===== src/rtl/tmiv_hssaer_word_dec.sv =====
// TMIV word decoder for the HSSAER receive path.
// Stage 1 sorts each measured interval into a data symbol, the delimiter, or
// an invalid code, and registers the result as the raw symbol stream.
// Stage 2 is a HUNT/COLLECT framer. It shifts delimiter-framed data symbols
// into a word and places each finished word in a one-entry valid/ready
// buffer. Error events are counted in a saturating counter.
module tmiv_hssaer_word_dec #(
  parameter  int DW            = 5,
  parameter  int DBITS         = 2,
  parameter  int BIN_BASE      = 2,
  parameter  int BIN_STEP      = 3,
  parameter  int SYMS_PER_WORD = 4,
  parameter  int ECNT_W        = 8,
  localparam int NSYM          = (2 ** DBITS) + 1,
  localparam int SW            = DBITS + 1,
  localparam int WORD_W        = DBITS * SYMS_PER_WORD
) (
  input  logic              clk,
  input  logic              _rst,
  input  logic [DW-1:0]     tmiv_d,
  input  logic              tmiv_st,
  input  logic              tmiv_err,
  output logic [SW-1:0]     tvr_d,
  output logic              tvr_st,
  output logic              tvr_err,
  output logic [WORD_W-1:0] word_d,
  output logic              word_vld,
  input  logic              word_rdy,
  output logic              ovf,
  output logic [ECNT_W-1:0] err_cnt,
  input  logic              err_clr
);

  localparam int CW = (SYMS_PER_WORD > 1) ? $clog2(SYMS_PER_WORD) : 1;

  localparam logic [SW-1:0] SYM_INV   = '1;
  localparam logic [SW-1:0] SYM_DELIM = SW'(2 ** DBITS);
  localparam logic [CW-1:0] CNT_LAST  = CW'(SYMS_PER_WORD - 1);

  // Reject parameter sets where the bins overflow the interval range, where a
  // bin is empty, or where the delimiter would collide with the invalid code.
  generate
    if ((BIN_BASE + NSYM * BIN_STEP > 2 ** DW) || (BIN_STEP < 1) ||
        (BIN_BASE < 0) || (DBITS < 1) || (SYMS_PER_WORD < 2) || (ECNT_W < 1)) begin : g_bad_params
      $error("tmiv_hssaer_word_dec: invalid parameter set");
    end
  endgenerate

  typedef enum logic {
    HUNT,
    COLLECT
  } state_t;

  state_t            state;
  logic [CW-1:0]     cnt;
  logic [WORD_W-1:0] shreg;

  logic [SW-1:0]     sym_nxt;
  logic              is_inv;
  logic              is_delim;
  logic              is_data;
  logic              err_ev;
  logic              frame_err;
  logic              word_done;
  logic              drop;
  logic [WORD_W-1:0] word_new;

  // Bin lookup: compare the interval against every symbol bin's bounds.
  // NOTE: sym_nxt receives a default before the loop. This covers every path
  // through the block, so it stays combinational and no latch is inferred.
  always_comb begin
    sym_nxt = SYM_INV;
    for (int k = 0; k < NSYM; k++) begin
      if ((int'(tmiv_d) >= BIN_BASE + k * BIN_STEP) &&
          (int'(tmiv_d) <  BIN_BASE + (k + 1) * BIN_STEP)) begin
        sym_nxt = SW'(k);
      end
    end
  end

  // Stage 1 register. The raw symbol is held between strobes; strobe and error are plain delays.
  // NOTE: state registers use non-blocking assignments. Every flop then samples its
  // pre-edge inputs, whatever order the blocks are evaluated in.
  always_ff @(posedge clk or negedge _rst) begin
    if (!_rst) begin
      tvr_d   <= '0;
      tvr_st  <= 1'b0;
      tvr_err <= 1'b0;
    end else begin
      tvr_st  <= tmiv_st;
      tvr_err <= tmiv_err;
      if (tmiv_st) begin
        tvr_d <= sym_nxt;
      end
    end
  end

  // Classify the stage-1 symbol and derive the framing and buffer events.
  always_comb begin
    is_inv    = tvr_st && (tvr_d == SYM_INV);
    is_delim  = tvr_st && (tvr_d == SYM_DELIM);
    is_data   = tvr_st && (tvr_d < SYM_DELIM);
    err_ev    = is_inv || tvr_err;
    frame_err = (state == COLLECT) && !err_ev && is_delim && (cnt != '0);
    word_done = (state == COLLECT) && !err_ev && is_data && (cnt == CNT_LAST);
    drop      = word_done && word_vld && !word_rdy;
    word_new  = {shreg[WORD_W-DBITS-1:0], tvr_d[DBITS-1:0]};
  end

  // Framer FSM and one-word output buffer. A word that completes while the
  // buffer is still occupied and not being read is dropped and flagged in ovf.
  always_ff @(posedge clk or negedge _rst) begin
    if (!_rst) begin
      state    <= HUNT;
      cnt      <= '0;
      shreg    <= '0;
      word_d   <= '0;
      word_vld <= 1'b0;
      ovf      <= 1'b0;
    end else begin
      case (state)
        HUNT: begin
          if (!err_ev && is_delim) begin
            state <= COLLECT;
            cnt   <= '0;
          end
        end
        COLLECT: begin
          if (err_ev) begin
            state <= HUNT;
            cnt   <= '0;
          end else if (is_delim) begin
            cnt <= '0;
          end else if (is_data) begin
            shreg <= word_new;
            if (cnt == CNT_LAST) begin
              state <= HUNT;
              cnt   <= '0;
            end else begin
              cnt <= cnt + CW'(1);
            end
          end
        end
        default: begin
          state <= HUNT;
          cnt   <= '0;
        end
      endcase

      if (word_done && (!word_vld || word_rdy)) begin
        word_d   <= word_new;
        word_vld <= 1'b1;
      end else if (word_vld && word_rdy) begin
        word_vld <= 1'b0;
      end

      if (err_clr) begin
        ovf <= 1'b0;
      end else if (drop) begin
        ovf <= 1'b1;
      end
    end
  end

  // Saturating error counter. A clear wins over an event in the same cycle.
  always_ff @(posedge clk or negedge _rst) begin
    if (!_rst) begin
      err_cnt <= '0;
    end else if (err_clr) begin
      err_cnt <= '0;
    end else if ((err_ev || frame_err) && (err_cnt != '1)) begin
      err_cnt <= err_cnt + ECNT_W'(1);
    end
  end

endmodule


===== config.mk =====
export PLATFORM = sky130hd
export DESIGN_NAME = tmiv_hssaer_word_dec
export DESIGN_NICKNAME = d
export VERILOG_FILES = /design/src/rtl/tmiv_hssaer_word_dec.sv
export SDC_FILE = /design/constraint.sdc
export NUM_CORES = 1
export LEC_CHECK = 0
export ABC_CLOCK_PERIOD_IN_PS = 2400
export BUFFER_PORTS_ARGS = -buffer_cell sky130_fd_sc_hd__buf_2
export CORE_AREA = 4 4 61 63
export CTS_CLUSTER_DIAMETER = 200
export DETAILED_ROUTE_END_ITERATION = 12
export DIE_AREA = 0 0 65 67
export PLACE_DENSITY = 0.78
export SYNTH_ARGS = -nofsm -noshare
export SYNTH_HDL_FRONTEND = slang
export SYNTH_SLANG_ARGS = --single-unit

===== constraint.sdc =====
create_clock -name clk -period 2.4 [get_ports clk]
set_input_delay 0.12 -clock clk [delete_from_list [all_inputs] [get_ports clk]]
set_output_delay 0.12 -clock clk [all_outputs]
set_load 0.05 [all_outputs]

==> flow_summary_export.csv, run 1 <==
group,metric,value,unit
outcome,outcome,"finished clean",
synthesis,postSynthCellCount,150,
cts,cts_htree_levels,2,
pwr,power.leakage,0.939,nW
synthesis,synth_cell_type_count,40,
global_route,grt_overflow,0,
detailed_routing,firstDrtPassIters,4,
place,buffer_ports.inserted,33,
cts,max-clock-path-buffers,2,
die,coreArea,0.00323,mm2
place,placement.setup.worst_slack,0.219,ns
place,numPlacedInstances,224,
die,die_area,0.00436,mm2
timing,fin_crit_sh,91.6,%
hold_path,hold_path.class,"input pin to flip-flop",
timing,fmax,0.455,GHz
job,timing.max_cap.violations,0,
critical_path,worst-path-max-fanout,12,
timing,final.setup.tns,0,ns
synthesis,async_flop_share,100,%
global_route,track_usage,16.5,%
die,die_h,67,um
cts,clk_root_buffer_cell,"sky130_fd_sc_hd__clkbuf_4",
timing,final_max_slew_viols,0,
synthesis,dominantRegCellSynth,"sky130_fd_sc_hd__dfrtp_1",
critical_path,critPathKind,"flip-flop to flip-flop",
detailed_routing,route.vias.total,1270,
timing,finalSetupViolCount,0,
synthesis,synth-warning-count,0,
synthesis,synth_nets,164,
timing,setup_ws,0.202,ns
timing,period_needed,2.20,ns
synthesis,count_of_flip_flops_with_a_built_in_enable_after_synthesis,0,
global_route,grt_pass1_wl,5440,um
timing,min_hold_slack,0.0920,ns
timing,rsz_0062_raised_after_global_routing,"no",
critical_path,arrival,2.41,ns
detailed_routing,avgRoutedWirePerCell,14.0,um
die,initial_utilization,50.3,%
global_route,first_global_vias,1224,
timing,max_slew_margin,21.7,%
synthesis,syn-cell-area,0.00163,mm2
cts,cts_tree,"yes",
synthesis,post_synth.cell_area_avg,10.8,um2
cts,clk_pin_slew_worst_paths,0.09,ns
cts,cts_sinks,32,
synthesis,synth-seq-area-share,49.3,%
timing,timing.final.hold_violations,0,
pwr,pwr_density_cell,563,mW/mm2
detailed_routing,routed_wirelength,3280,um
detailed_routing,post-route-drc-count,0,
critical_path,critical_path_required,2.61,ns
detailed_routing,via_per_inst,5.43,
timing,worst_pin_slew,1.17,ns
die,std_cell_rows,21,
global_route,grt_start_max_net_pins,33,
timing,fin_worst_skew,0.00339,ns
finish,post_route_cells_drive_above_1_share,31.9,%
critical_path,end_kind,"flip-flop",
finish,stdcell_count,234,
place,dpl.hpwl,2460,um
synthesis,synth-seq-cells,32,
finish,area_delta_synth_final,17.4,%
global_route,number_of_antenna_violations_at_the_first_check_in_global_routing,0,
detailed_routing,first_iter_violations,83,
cts,clkLatencyLatePin,0.32,ns
pwr,vdd.ir_drop.worst,0.000282,V
critical_path,critPathLaunchType,"flip-flop",
place,place.gp.congestion,0.802,
cts,cts_inserted_buffers,5,
die,floorplan.io_pins,34,
finish,final_net_count,202,
die,fp.dieW,65,um
detailed_routing,antenna_violating_nets_post_route,0,
finish,antenna_cells_inserted,0,
## critical path: stages, from the launching register on
cell and delay [ns]:
sky130_fd_sc_hd__dfrtp_1 0.49, sky130_fd_sc_hd__a41o_1 0.27, sky130_fd_sc_hd__a31oi_1 0.85, sky130_fd_sc_hd__nor3_1 0.15
sky130_fd_sc_hd__mux2_2 0.32
## layer usage
layer	wire, um	track usage (%)	part of all wire, %
met4	41	7.12	1.3
met2	1780	31.8	54
met3	185	4.05	5.6
met5	0	0	0
met1	1270	16.7	39
## timing repair
item / 4_1_cts / 5_1_grt
gates resized for setup: 0 / 0
buffers inserted: 0 / 0
hold buffers: 3 / 0
endpoints found under the hold margin: 34 / 0
## path summary, 6_finish.rpt
kind	slack, ns	startpoint	cells after the start	endpoint
max	0.20	tvr_d[1]$_DFFE_PN0P_	4	err_cnt[7]$_DFFE_PN0P_
min	0.09	err_clr	2	err_cnt[4]$_DFFE_PN0P_
max reg2reg	0.20	tvr_d[1]$_DFFE_PN0P_	4	err_cnt[7]$_DFFE_PN0P_
min reg2reg	0.50	word_d[1]$_DFFE_PN0P_	2	word_d[1]$_DFFE_PN0P_
max in group asynchronous	1.59	_rst	2	cnt[0]$_DFFE_PN0P_
min in group asynchronous	0.36	_rst	2	err_cnt[3]$_DFFE_PN0P_
## cells in the mapped netlist, types with 2 or more instances
library cell / n / area [um2]
sky130_fd_sc_hd__a211oi_1: 2 / 15.0
sky130_fd_sc_hd__a21oi_1: 9 / 45.0
sky130_fd_sc_hd__buf_6: 2 / 22.5
sky130_fd_sc_hd__clkbuf_1: 2 / 7.51
sky130_fd_sc_hd__dfrtp_1: 32 / 801
sky130_fd_sc_hd__ha_1: 3 / 37.5
sky130_fd_sc_hd__inv_1: 9 / 33.8
sky130_fd_sc_hd__mux2_1: 2 / 22.5
sky130_fd_sc_hd__mux2_2: 13 / 146
sky130_fd_sc_hd__mux2i_1: 3 / 30.0
sky130_fd_sc_hd__nand2_1: 17 / 63.8
sky130_fd_sc_hd__nand2b_1: 2 / 12.5
sky130_fd_sc_hd__nand3_1: 3 / 15.0
sky130_fd_sc_hd__nand4b_1: 2 / 17.5
sky130_fd_sc_hd__nor2_1: 8 / 30.0
sky130_fd_sc_hd__nor2b_1: 3 / 18.8
sky130_fd_sc_hd__nor3_1: 4 / 20.0
sky130_fd_sc_hd__o21ai_0: 8 / 40.0
sky130_fd_sc_hd__o22ai_1: 2 / 12.5
sky130_fd_sc_hd__o31ai_1: 2 / 15.0
sky130_fd_sc_hd__or3_1: 2 / 12.5
sky130_fd_sc_hd__or4_1: 2 / 15.0
## final cells by class
| type | instances | area (um2) |
|---|---|---|
| repair buffers | 37 | 203 |
| inverters | 9 | 33.8 |
| multi-input cells | 103 | 748 |
| clock buffers | 7 | 65.1 |
| fillers | 274 | 1320 |
| flip-flops and latches | 32 | 801 |
| well taps | 46 | 57.6 |
## layout by cell type (no fill, tap or decap), types with 2 or more instances in the layout
cell / netlist / layout
sky130_fd_sc_hd__buf_2: 1 / 33
sky130_fd_sc_hd__dfrtp_1: 32 / 32
sky130_fd_sc_hd__nand2_1: 17 / 17
sky130_fd_sc_hd__mux2_2: 13 / 13
sky130_fd_sc_hd__inv_1: 9 / 9
sky130_fd_sc_hd__a21oi_1: 9 / 9
sky130_fd_sc_hd__o21ai_0: 8 / 8
sky130_fd_sc_hd__nor2_1: 8 / 8
sky130_fd_sc_hd__clkbuf_4: 0 / 5
sky130_fd_sc_hd__nor3_1: 4 / 4
sky130_fd_sc_hd__nand3_1: 3 / 3
sky130_fd_sc_hd__mux2i_1: 3 / 3
sky130_fd_sc_hd__nor2b_1: 3 / 3
sky130_fd_sc_hd__ha_1: 3 / 3
sky130_fd_sc_hd__dlygate4sd3_1: 0 / 3
sky130_fd_sc_hd__nand2b_1: 2 / 2
sky130_fd_sc_hd__nand4b_1: 2 / 2
sky130_fd_sc_hd__mux2_1: 2 / 2
sky130_fd_sc_hd__o31ai_1: 2 / 2
sky130_fd_sc_hd__or4_1: 2 / 2
sky130_fd_sc_hd__or3_1: 2 / 2
sky130_fd_sc_hd__o22ai_1: 2 / 2
sky130_fd_sc_hd__a211oi_1: 2 / 2
sky130_fd_sc_hd__clkbuf_8: 0 / 2
## stage by stage
stage | cell area, um2 | total power, mW | utilization (%)
2_1_floorplan | 1630 | 0.708 | -
3_3_place_gp | 1810 | 0.744 | 56.1
3_5_place_dp | 1810 | 0.753 | 56.1
4_1_cts | 1910 | 1.09 | 59.0
5_1_grt | 1910 | 1.14 | 59.0
6_report | 1910 | 1.07 | 59.0
## logic make-up after synthesis
kind of cell,synth area share (%)
AO/OA/AOI/OAI,11.0
multiplexers,12.2
flip-flops,49.3
adder cells (fa/ha/maj),2.31
buffers and inverters,4.70
AND/OR/NAND/NOR,19.9
XOR/XNOR,0.539
## flip-flops by register name (all words and copies together) (netlist names)
register,cells
tvr_err,1
word_vld,1
tvr_d,3
shreg,6
tvr_st,1
cnt,2
state,1
err_cnt,8
word_d,8
ovf,1
## power breakdown
group | leakage, nW | switching [mW] | total (mW) | internal (mW)
combinational | 0.470 | 0.0968 | 0.149 | 0.0518
sequential | 0.431 | 0.0334 | 0.596 | 0.562
clock | 0.0374 | 0.164 | 0.330 | 0.166
total | 0.939 | 0.294 | 1.07 | 0.780
No activity file was read; power rests on OpenSTA's default activity.
==> inputs of run 2 (changes only) <==
==> constraint.sdc (replaced) <==
create_clock -name clk -period 2.4 [get_ports clk]
set_input_delay 0.36 -clock clk [delete_from_list [all_inputs] [get_ports clk]]
set_output_delay 0.36 -clock clk [all_outputs]
set_load 0.05 [all_outputs]
==> flow_summary_export.csv, run 2 (same netlist as run 1, synthesis figures left out) <==
group,metric,value,unit
outcome,outcome,"finished clean",
die,coreArea,0.00323,mm2
pwr,combPwrFrac,13.0,%
global_route,grt_start_max_net_pins,33,
pwr,cell_internal_pwr,830,uW
finish,area_delta_synth_final,17.3,%
place,buffer_ports.inserted,33,
critical_path,worstPathCellList,"inv_1 > ha_1 > nor4b_2 > a31oi_2 > or4_1 > a21oi_1",
pwr,seq_power_share,51.8,%
die,initial_utilization,50.3,%
cts,max-clock-path-buffers,2,
timing,final_max_slew_viols,0,
finish,final_net_count,200,
detailed_routing,route.met2.wl,1750,um
die,floorplan.io_pins,34,
pwr,vdd.ir_drop.worst,0.000568,V
timing,rsz_0062_raised_after_global_routing,"no",
place,dpl.hpwl,2510,um
cts,cts_inserted_buffers,5,
critical_path,reg2reg_setup_slack,0.33,ns
critical_path,regToRegStartpoint,"cnt[0]$_DFFE_PN0P_",
critical_path,critical-path-slowest-cell,"sky130_fd_sc_hd__or4_1",
detailed_routing,antenna_violating_nets_post_route,0,
detailed_routing,routed_wirelength,3380,um
pwr,power_switching_share,27.6,%
place,place.gp.congestion,0.810,
place,placement.cell_area,0.00182,mm2
job,timing.max_cap.violations,0,
detailed_routing,met3RoutedLength,202,um
global_route,grt_pass1_wl,5610,um
critical_path,critPathLaunchType,"flip-flop",
critical_path,max_stage_delay,0.59,ns
critical_path,worst-path-max-fanout,12,
cts,hold_buffers,0,
detailed_routing,first_iter_violations,112,
timing,fin_crit_sh,86.4,%
critical_path,critPathKind,"flip-flop to flip-flop",
finish,antenna_cells_inserted,0,
cts,clkLatencyLatePin,0.34,ns
timing,max_slew_margin,53.3,%
global_route,number_of_antenna_violations_at_the_first_check_in_global_routing,0,
global_route,first_global_vias,1232,
detailed_routing,wl_met1,1370,um
detailed_routing,route.vias.total,1260,
detailed_routing,via_per_inst,5.41,
critical_path,startpoint,"cnt[0]$_DFFE_PN0P_",
detailed_routing,post-route-drc-count,0,
global_route,track_usage,17.2,%
critical_path,end_kind,"flip-flop",
finish,layout.cells.most_common,"sky130_fd_sc_hd__buf_2",
critical_path,critical_path_required,2.66,ns
timing,final.setup.tns,0,ns
pwr,net-switching-power,317,uW
timing,finalSetupViolCount,0,
cts,clk_root_buffer_cell,"sky130_fd_sc_hd__clkbuf_4",
timing,period_needed,2.07,ns
pwr,pwr_density_cell,601,mW/mm2
detailed_routing,maxUsedRoutingLayer,"met4",
pwr,proportion_of_power_drawn_by_the_clock_network,35.2,%
global_route,grt_overflow,0,
finish,finalInstanceArea,0.00191,mm2
detailed_routing,avgRoutedWirePerCell,14.5,um
finish,post_route_cells_drive_above_1_share,33.7,%
die,std_cell_rows,21,
cts,clk_pin_slew_worst_paths,0.10,ns
timing,timing.final.hold_violations,0,
timing,fmax,0.482,GHz
cts,cts_sinks,32,
hold_path,hold_path.class,"input pin to async pin",
die,fp.dieW,65,um
cts,cts_tree,"yes",
die,die_h,67,um
detailed_routing,firstDrtPassIters,4,
timing,fin_worst_skew,0.00932,ns
finish,layout.cells.most_common_list,"33 x sky130_fd_sc_hd__buf_2, 32 x sky130_fd_sc_hd__dfrtp_1, 17 x sky130_fd_sc_hd__nand2_1",
die,die_area,0.00436,mm2
cts,cts_htree_levels,2,
timing,worst_pin_slew,0.701,ns
finish,largest_registers,"err_cnt (8), word_d (8), shreg (6)",
pwr,power.leakage,0.936,nW
critical_path,arrival,2.34,ns
## run 2: cell types whose count changed in the layout (fill, tap and decap cells not counted), sizes merged
| cell | before | now |
|---|---|---|
| buf | 34 | 35 |
| dlygate4sd3 | 3 | 0 |
| clkinv | 0 | 1 |
| clkinvlp | 0 | 1 |
| bufinv | 0 | 1 |
| clkbuf | 7 | 5 |
## run 2: final cells by class
class	instances	area, um2
Fill cell	290	1330
Sequential cell	32	801
Multi-Input combinational cell	103	754
Timing Repair Buffer	35	180
Tap cell	46	57.6
Clock inverter	3	42.5
Clock buffer	5	37.5
Inverter	9	33.8
## run 2: path summary, 6_finish.rpt
| check | cells after the start | to |
|---|---|---|
| min reg2reg | 2 | word_d[0]$_DFFE_PN0P_ |
| min in group clk | 1 | tvr_err$_DFF_PN0_ |
| max | 6 | err_cnt[4]$_DFFE_PN0P_ |
| max in group asynchronous | 1 | word_d[5]$_DFFE_PN0P_ |
| min | 1 | shreg[4]$_DFFE_PN0P_ |
| max reg2reg | 6 | err_cnt[4]$_DFFE_PN0P_ |
## run 2: worst max-delay path, delay by kind of cell (launching register included)
| family | cells | cell delay (ns) |
|---|---|---|
| compound gates | 2 | 0.48 |
| fa+ha+maj | 1 | 0.21 |
| buf+inv | 1 | 0.06 |
| flops | 1 | 0.41 |
| simple gates | 2 | 0.84 |
## run 2: what timing repair did
action,in CTS,in global routing
gates resized for setup,0,1
setup buffers,0,0
setup endpoints to repair,0,1
## run 2: metrics by stage
step	util (%)	hold slack, ns	total power, mW	worst slack, ns	instances
final	59.0	0.0582	1.15	0.326	233
after detailed placement	56.3	0.450	0.754	0.173	225
after CTS	58.8	0.0692	1.16	0.172	233
after global placement	56.3	0.431	0.745	0.322	225
after global routing	59.0	0.0922	1.20	0.185	233
after floorplan	-	0.0644	0.708	0.348	150
## run 2: power by group through the flow
stage                     clock network [mW]  logic [mW]  registers [mW]
after floorplan                            0      0.0804           0.627
after global placement                     0       0.144           0.601
after detailed placement                   0       0.150           0.605
after CTS                              0.416       0.150           0.594
after global routing                   0.441       0.163           0.600
final                                  0.404       0.149           0.595
## run 2: per-layer routing
metal  GRT usage [%]  vias to the layer above
li1                -                      608
met4            7.92                        0
met5               0                        -
met1            18.5                      613
met2            30.1                       33
met3            6.24                        6
